File: src/rtl/inst_encoder_pkg.sv
// Shared types for the RV32I instruction encoder: field enums, opcodes,
// FSM states and immediate range helpers.
package inst_encoder_pkg;

  typedef enum logic [3:0] {
    IT_OP     = 4'd0,
    IT_OPIMM  = 4'd1,
    IT_BRANCH = 4'd2,
    IT_LUI    = 4'd3,
    IT_AUIPC  = 4'd4,
    IT_JAL    = 4'd5,
    IT_JALR   = 4'd6,
    IT_LOAD   = 4'd7,
    IT_STORE  = 4'd8,
    IT_NOP    = 4'd9
  } itype_e;

  typedef enum logic [3:0] {
    ALU_ADD   = 4'd0,
    ALU_SUB   = 4'd1,
    ALU_AND   = 4'd2,
    ALU_OR    = 4'd3,
    ALU_XOR   = 4'd4,
    ALU_SLT   = 4'd5,
    ALU_SLTU  = 4'd6,
    ALU_SLL   = 4'd7,
    ALU_SRL   = 4'd8,
    ALU_SRA   = 4'd9,
    ALU_NOALU = 4'd10
  } alu_func_e;

  typedef enum logic [2:0] {
    BR_EQ  = 3'd0,
    BR_NEQ = 3'd1,
    BR_LT  = 3'd2,
    BR_LTU = 3'd3,
    BR_GE  = 3'd4,
    BR_GEU = 3'd5,
    BR_DBR = 3'd6
  } br_func_e;

  typedef enum logic [1:0] {
    ST_IDLE    = 2'd0,
    ST_HOLD    = 2'd1,
    ST_HOLD_HI = 2'd2
  } enc_state_e;

  localparam logic [6:0] OPC_OP     = 7'b0110011;
  localparam logic [6:0] OPC_OPIMM  = 7'b0010011;
  localparam logic [6:0] OPC_BRANCH = 7'b1100011;
  localparam logic [6:0] OPC_LUI    = 7'b0110111;
  localparam logic [6:0] OPC_AUIPC  = 7'b0010111;
  localparam logic [6:0] OPC_JAL    = 7'b1101111;
  localparam logic [6:0] OPC_JALR   = 7'b1100111;
  localparam logic [6:0] OPC_LOAD   = 7'b0000011;
  localparam logic [6:0] OPC_STORE  = 7'b0100011;

  localparam logic [31:0] NOP_WORD = 32'h0000_0013;

  // A value fits in N signed bits when every bit from N-1 upward is a copy of the sign.
  function automatic logic fits_s12(input logic [31:0] v);
    return (v[31:11] == '0) || (v[31:11] == '1);
  endfunction

  function automatic logic fits_s13(input logic [31:0] v);
    return (v[31:12] == '0) || (v[31:12] == '1);
  endfunction

  function automatic logic fits_s21(input logic [31:0] v);
    return (v[31:20] == '0) || (v[31:20] == '1);
  endfunction

endpackage

File: src/rtl/inst_encoder_pack.sv
// Combinational fields-to-word packer: builds the RV32I word, flags
// unencodable bundles and detects the LUI+ADDI load-immediate case.
module inst_pack
  import inst_encoder_pkg::*;
(
  input  logic [3:0]  itype,
  input  logic [3:0]  alu_func,
  input  logic [2:0]  br_func,
  input  logic [31:0] imm,
  input  logic [4:0]  rs1,
  input  logic [4:0]  rs2,
  input  logic [4:0]  rd,
  output logic [31:0] word,
  output logic [31:0] lo_word,
  output logic        expand,
  output logic        err
);

  logic [2:0]  alu_f3;
  logic        alu_ok;
  logic        is_shift;
  logic [2:0]  br_f3;
  logic        br_ok;
  logic [19:0] hi20;

  // Rounding the upper part by imm[11] compensates for ADDI sign-extending lo.
  assign hi20    = imm[31:12] + {19'd0, imm[11]};
  assign lo_word = {imm[11:0], rd, 3'b000, rd, OPC_OPIMM};
  assign is_shift = (alu_func == ALU_SLL) || (alu_func == ALU_SRL) || (alu_func == ALU_SRA);

  // ALU function to funct3, with validity
  always_comb begin
    alu_f3 = 3'b000;
    alu_ok = 1'b1;
    case (alu_func)
      ALU_ADD, ALU_SUB: alu_f3 = 3'b000;
      ALU_SLL:          alu_f3 = 3'b001;
      ALU_SLT:          alu_f3 = 3'b010;
      ALU_SLTU:         alu_f3 = 3'b011;
      ALU_XOR:          alu_f3 = 3'b100;
      ALU_SRL, ALU_SRA: alu_f3 = 3'b101;
      ALU_OR:           alu_f3 = 3'b110;
      ALU_AND:          alu_f3 = 3'b111;
      default:          alu_ok = 1'b0;
    endcase
  end

  // Branch function to funct3, with validity
  always_comb begin
    br_f3 = 3'b000;
    br_ok = 1'b1;
    case (br_func)
      BR_EQ:   br_f3 = 3'b000;
      BR_NEQ:  br_f3 = 3'b001;
      BR_LT:   br_f3 = 3'b100;
      BR_GE:   br_f3 = 3'b101;
      BR_LTU:  br_f3 = 3'b110;
      BR_GEU:  br_f3 = 3'b111;
      default: br_ok = 1'b0;
    endcase
  end

  // Word assembly and range checks per instruction class
  always_comb begin
    word   = NOP_WORD;
    expand = 1'b0;
    err    = 1'b0;
    case (itype)
      IT_OP: begin
        err  = !alu_ok;
        word = {1'b0, (alu_func == ALU_SUB) || (alu_func == ALU_SRA), 5'b0,
                rs2, rs1, alu_f3, rd, OPC_OP};
      end
      IT_OPIMM: begin
        if (!alu_ok || alu_func == ALU_SUB) begin
          err = 1'b1;
        end else if (is_shift) begin
          err  = (imm[31:5] != '0);
          word = {1'b0, alu_func == ALU_SRA, 5'b0, imm[4:0], rs1, alu_f3, rd, OPC_OPIMM};
        end else if (fits_s12(imm)) begin
          word = {imm[11:0], rs1, alu_f3, rd, OPC_OPIMM};
        end else if (alu_func == ALU_ADD && rs1 == 5'd0) begin
          expand = 1'b1;
          word   = {hi20, rd, OPC_LUI};
        end else begin
          err = 1'b1;
        end
      end
      IT_BRANCH: begin
        err  = !br_ok || !fits_s13(imm) || imm[0];
        word = {imm[12], imm[10:5], rs2, rs1, br_f3, imm[4:1], imm[11], OPC_BRANCH};
      end
      IT_LUI: begin
        err  = (imm[11:0] != '0);
        word = {imm[31:12], rd, OPC_LUI};
      end
      IT_AUIPC: begin
        err  = (imm[11:0] != '0);
        word = {imm[31:12], rd, OPC_AUIPC};
      end
      IT_JAL: begin
        err  = !fits_s21(imm) || imm[0];
        word = {imm[20], imm[10:1], imm[11], imm[19:12], rd, OPC_JAL};
      end
      IT_JALR: begin
        err  = !fits_s12(imm);
        word = {imm[11:0], rs1, 3'b000, rd, OPC_JALR};
      end
      IT_LOAD: begin
        err  = !fits_s12(imm);
        word = {imm[11:0], rs1, 3'b010, rd, OPC_LOAD};
      end
      IT_STORE: begin
        err  = !fits_s12(imm);
        word = {imm[11:5], rs2, rs1, 3'b010, imm[4:0], OPC_STORE};
      end
      IT_NOP:  word = NOP_WORD;
      default: err = 1'b1;
    endcase
  end

endmodule

File: src/rtl/inst_encoder.sv
// Streaming RV32I encoder: accepts field bundles, emits addressed words
// through a one-entry output register, expanding wide load-immediates.
module inst_encoder
  import inst_encoder_pkg::*;
#(
  parameter int                 ADDR_W    = 32,
  parameter logic [ADDR_W-1:0]  BASE_ADDR = '0
) (
  input  logic              clk_in,
  input  logic              rst_n_in,
  input  logic              in_valid_in,
  output logic              in_ready_out,
  input  logic [3:0]        iType_in,
  input  logic [3:0]        aluFunc_in,
  input  logic [2:0]        brFunc_in,
  input  logic [31:0]       imm_in,
  input  logic [4:0]        rs1_in,
  input  logic [4:0]        rs2_in,
  input  logic [4:0]        rd_in,
  output logic              out_valid_out,
  input  logic              out_ready_in,
  output logic [31:0]       word_out,
  output logic [ADDR_W-1:0] addr_out,
  output logic              err_out,
  output logic [7:0]        err_count_out
);

  enc_state_e        state, state_nxt;
  logic              accept, drain;
  logic [31:0]       pk_word, pk_lo;
  logic              pk_expand, pk_err;
  logic [31:0]       word_p1, pend_p1;
  logic [ADDR_W-1:0] addr_p1;
  logic              err_p1;
  logic [7:0]        err_cnt_p1;

  inst_pack u_pack (
    .itype    (iType_in),
    .alu_func (aluFunc_in),
    .br_func  (brFunc_in),
    .imm      (imm_in),
    .rs1      (rs1_in),
    .rs2      (rs2_in),
    .rd       (rd_in),
    .word     (pk_word),
    .lo_word  (pk_lo),
    .expand   (pk_expand),
    .err      (pk_err)
  );

  assign accept = in_valid_in && in_ready_out;
  assign drain  = out_valid_out && out_ready_in;

  // State register
  always_ff @(posedge clk_in or negedge rst_n_in) begin
    if (!rst_n_in) state <= ST_IDLE;
    else           state <= state_nxt;
  end

  // Next state: accepting in HOLD implies the held word drains the same cycle
  always_comb begin
    state_nxt = state;
    case (state)
      ST_IDLE, ST_HOLD: begin
        if (accept) begin
          if (pk_err)         state_nxt = ST_IDLE;
          else if (pk_expand) state_nxt = ST_HOLD_HI;
          else                state_nxt = ST_HOLD;
        end else if (drain) begin
          state_nxt = ST_IDLE;
        end
      end
      ST_HOLD_HI: if (drain) state_nxt = ST_HOLD;
      default:    state_nxt = ST_IDLE;
    endcase
  end

  // Handshake outputs
  always_comb begin
    out_valid_out = (state != ST_IDLE);
    in_ready_out  = (state == ST_IDLE) || ((state == ST_HOLD) && out_ready_in);
  end

  // Registered output stage: word, address, error pulse and saturating counter
  always_ff @(posedge clk_in or negedge rst_n_in) begin
    if (!rst_n_in) begin
      word_p1    <= '0;
      addr_p1    <= BASE_ADDR;
      err_p1     <= 1'b0;
      err_cnt_p1 <= '0;
    end else begin
      err_p1 <= accept && pk_err;
      if (accept && pk_err && err_cnt_p1 != 8'hFF) err_cnt_p1 <= err_cnt_p1 + 8'd1;
      if (drain) addr_p1 <= addr_p1 + ADDR_W'(4);
      if (accept && !pk_err)                  word_p1 <= pk_word;
      else if (drain && state == ST_HOLD_HI)  word_p1 <= pend_p1;
    end
  end

  // Pending ADDI half of an expansion; only meaningful while in HOLD_HI
  always_ff @(posedge clk_in) begin
    if (accept && pk_expand) pend_p1 <= pk_lo;
  end

  assign word_out      = word_p1;
  assign addr_out      = addr_p1;
  assign err_out       = err_p1;
  assign err_count_out = err_cnt_p1;

endmodule

File: config.mk
export PLATFORM = sky130hd
export DESIGN_NAME = inst_encoder
export DESIGN_NICKNAME = d
export VERILOG_FILES = /design/src/rtl/inst_encoder_pkg.sv /design/src/rtl/inst_encoder_pack.sv /design/src/rtl/inst_encoder.sv
export SDC_FILE = /design/constraint.sdc
export NUM_CORES = 1
export LEC_CHECK = 0
export ABC_AREA = 1
export ABC_CLOCK_PERIOD_IN_PS = 2400
export BUFFER_PORTS_ARGS = -buffer_cell sky130_fd_sc_hd__buf_2
export CORE_UTILIZATION = 51
export CTS_CLUSTER_DIAMETER = 200
export DETAILED_ROUTE_END_ITERATION = 12
export PLACE_DENSITY = 0.79
export SYNTH_ARGS = -nofsm -noshare
export SYNTH_HDL_FRONTEND = slang
export SYNTH_HIERARCHICAL = 1
export SYNTH_SLANG_ARGS = --single-unit
File: constraint.sdc
create_clock -name clk_in -period 2.4 [get_ports clk_in]
set_input_delay 0.24 -clock clk_in [delete_from_list [all_inputs] [get_ports clk_in]]
set_output_delay 0.24 -clock clk_in [all_outputs]
set_load 0.02 [all_outputs]
==> metrics.cfg <==
[synth]
synth_top_cell_by_area=dfrtp_1
synth.top_cells.by_count=nand2_1, nor2_1, inv_1
synth_warnings=6
post_synth_num_cell_types=43
synth.top_cells.by_area=dfrtp_1, edfxtp_1, nand2_1
ys_ff_latch=105
netlist_instances=948
postSynthAreaPerCell_um2=7.336
synth_area_mm2=0.006954
ys_seq_area_frac=0.4009
synth_top_area_share=0.2627
yosysMostFrequentCell=nand2_1
async_flop_share=0.6952
synth_edf_count=32
synth_ff_type=dfrtp_1

[clock_network]
post_cts_buffers=0
cts_tree=built
h-tree-depth=3
ctsRootBufferMaster=clkbuf_16
cts_buffers=9
ctsHoldBuffers=0
numClockSinks=105
cts-resized-gates=0
clk_path_buf_depth=2
cts.reportedPaths.clkPinSlew_ns=0.07
insertion_delay_ns=0.35

[setup_path]
crit_start=imm_in[12]
required_ns=2.63
crit_fanout=7
end_kind=flip-flop
start_kind=primary input
slowest_delay_ns=0.20
arrival_ns=2.19
path_class=in -> reg
crit_slowest_cell=nand2_1
timing.critical_path.mode_cell=nand2_1
path_cells=buf_2 > ha_1 > inv_1 > nor2_1 > nand2_2 > nor2_4 > nand3_1 > nand3_2 > inv_2 > nand2_1 > nand2_1 > nand2_1 > nand3_1 > inv_1 > nor2_2 > nand2_1 > inv_1 > nand2_1 > o21ai_0
r2r-start=state[1]$_DFFE_PN0P_

[layout]
utilization=0.6016
synthToLayoutAreaGrowth_pct=15.02
instances_no_fill=1248
antenna_cells=0
fin_nets=1134
drive_above_1_share=0.2164

[min_path]
hp-class=in -> async

[power]
ir_worst_vdd_mv=0.6187
seq_power_share=0.438
leakagePower_nw=3.937
switching_power_w=0.001826
internal_power_w=0.003399
power_switching_share=0.3495
power.density_mw_per_mm2=653.3
pwr-share-clk=0.292
power_frac_comb=0.270

[drt]
wl_per_cell_um=14.87
firstDrtPassIters=5
drt_iter0_markers=521
wl_mm=18.55
avgViaCountPerCell=5.274
num_vias=6582
drc=0
drtAntennaViolNets=0

[grt]
grt_pass1_vias=6129
grt_max_degree=74
grt_pass1_wl_mm=30.39
antenna_found_initial=0
track_usage=0.2748
grt_overflow=0

[sta]
final_max_slew_viol_count=0
tightest_slew_ns=0.9507
final_hold_viol_count=5
clock_skew_ns=0.006393
rsz0062_at_grt=false
fmax_ghz=0.5120
whs_ns=-0.01802
setup_viol=0
relSlewSlack=0.3662
fin_tns_setup_ns=0
timing.final.crit_share=0.8138
post-route-min-period_ns=1.953

[placed_design]
place_inst=1232
routabilityCongestion=0.9726
port_buffers=134
dp_hpwl_mm=14.10

[die]
ios=137
die_w_um=118.8
start_util=0.5231
core-area_mm2=0.01330
die_area_mm2=0.01411
rows=42
die_h_um=118.8

[job]
timing.max_cap.violations=0

[run_status]
outcome=complete, but fails checks
violations=hold timing

-- through the flow --
step                      worst slack [ns]  instance area (um^2)  total power (W)
after floorplan                    0.02212                  6998         0.003215
after global placement              0.1804                  7689         0.003686
after detailed placement           0.09345                  7689         0.003722
after CTS                           0.4597                  7999         0.005263
after global routing                0.2115                  7999         0.005501
final                               0.4468                  7999         0.005226
-- routing by layer --
| metal | GRT usage | vias to the layer above | part of all wire |
|---|---|---|---|
| met1 | 0.3681 | 3051 | 0.45 |
| met2 | 0.4474 | 236 | 0.47 |
| met5 | 0 | - | 0 |
| met3 | 0.05357 | 29 | 0.066 |
| met4 | 0.08623 | 0 | 0.018 |
| li1 | - | 3266 | - |
-- power groups by stage --
stage | Clock, W | Sequential [W] | Combinational (W)
after global routing | 0.00163 | 0.00232 | 0.00155
after CTS | 0.00156 | 0.00229 | 0.00142
after global placement | 0 | 0.00231 | 0.00137
after detailed placement | 0 | 0.00232 | 0.00141
after floorplan | 0 | 0.00259 | 0.000624
final | 0.00152 | 0.00229 | 0.00141
-- final timing paths --
check | endpoint | slack [ns] | depth (start not counted)
setup / recovery | err_count_out[7]$_DFFE_PN0P_ | 0.45 | 19
hold / removal | word_out[27]$_DFFE_PN0P_ | -0.02 | 1
setup reg to reg | word_out[28]$_DFFE_PN0P_ | 0.69 | 5
hold reg to reg | addr_out[31]$_DFFE_PN0P_ | 0.51 | 2
max in group asynchronous | word_out[19]$_DFFE_PN0P_ | 1.74 | 1
min in group clk_in | pend_p1[26]$_DFFE_PP_ | 0.09 | 1
-- state kept, by name (all words and copies together) (netlist names) --
register	count
word_out	32
err_count_out	8
state	2
pend_p1	32
err_out	1
addr_out	30
-- worst max-delay path: cells and delay by family --
| kind | cells | cell delay, ns |
|---|---|---|
| and+or+nand+nor | 12 | 1.21 |
| buffers and inverters | 5 | 0.46 |
| adders and majority gates | 1 | 0.19 |
| AOI/OAI and AO/OA | 1 | 0.08 |
-- cell families (layout without fill, tap and decap cells) --
family | after synthesis | count (layout) | synth area share
AO/OA/AOI/OAI | 104 | 104 | 0.09302
XOR/XNOR | 30 | 30 | 0.03778
adder cells (fa/ha/maj) | 5 | 5 | 0.008996
buffers and inverters | 158 | 271 | 0.1112
flip-flops | 105 | 105 | 0.4009
other | 3 | 14 | 0.001619
AND/OR/NAND/NOR | 543 | 543 | 0.3465
-- area by class of cell --
class                           count  area (um^2)
Clock buffer                        9        225.2
Clock inverter                      7        85.08
Fill cell                        1226         5296
Inverter                          100        375.4
Multi-Input combinational cell    696         3437
Sequential cell                   105         2788
Tap cell                          176        220.2
Timing Repair Buffer              155        868.3
-- cells in the final DEF (no fill, tap or decap), types with 6 or more instances in the layout --
cell type,netlist,routed
edfxtp_1,32,32
dfrtp_1,73,73
a31oi_1,33,33
xor2_1,19,19
buf_2,6,133
o21ai_1,15,15
xnor2_1,11,11
conb_1,3,14
clkbuf_16,0,9
o21ai_0,18,18
buf_4,43,19
inv_2,12,12
a21oi_1,13,13
nor2_1,136,135
nand3_1,84,84
nor2_2,13,14
nand2_1,254,254
nor3_1,7,7
nor2_4,6,6
nand2_2,13,13
inv_1,87,87
nand4_1,12,12
No activity file was read; power rests on OpenSTA's default activity.
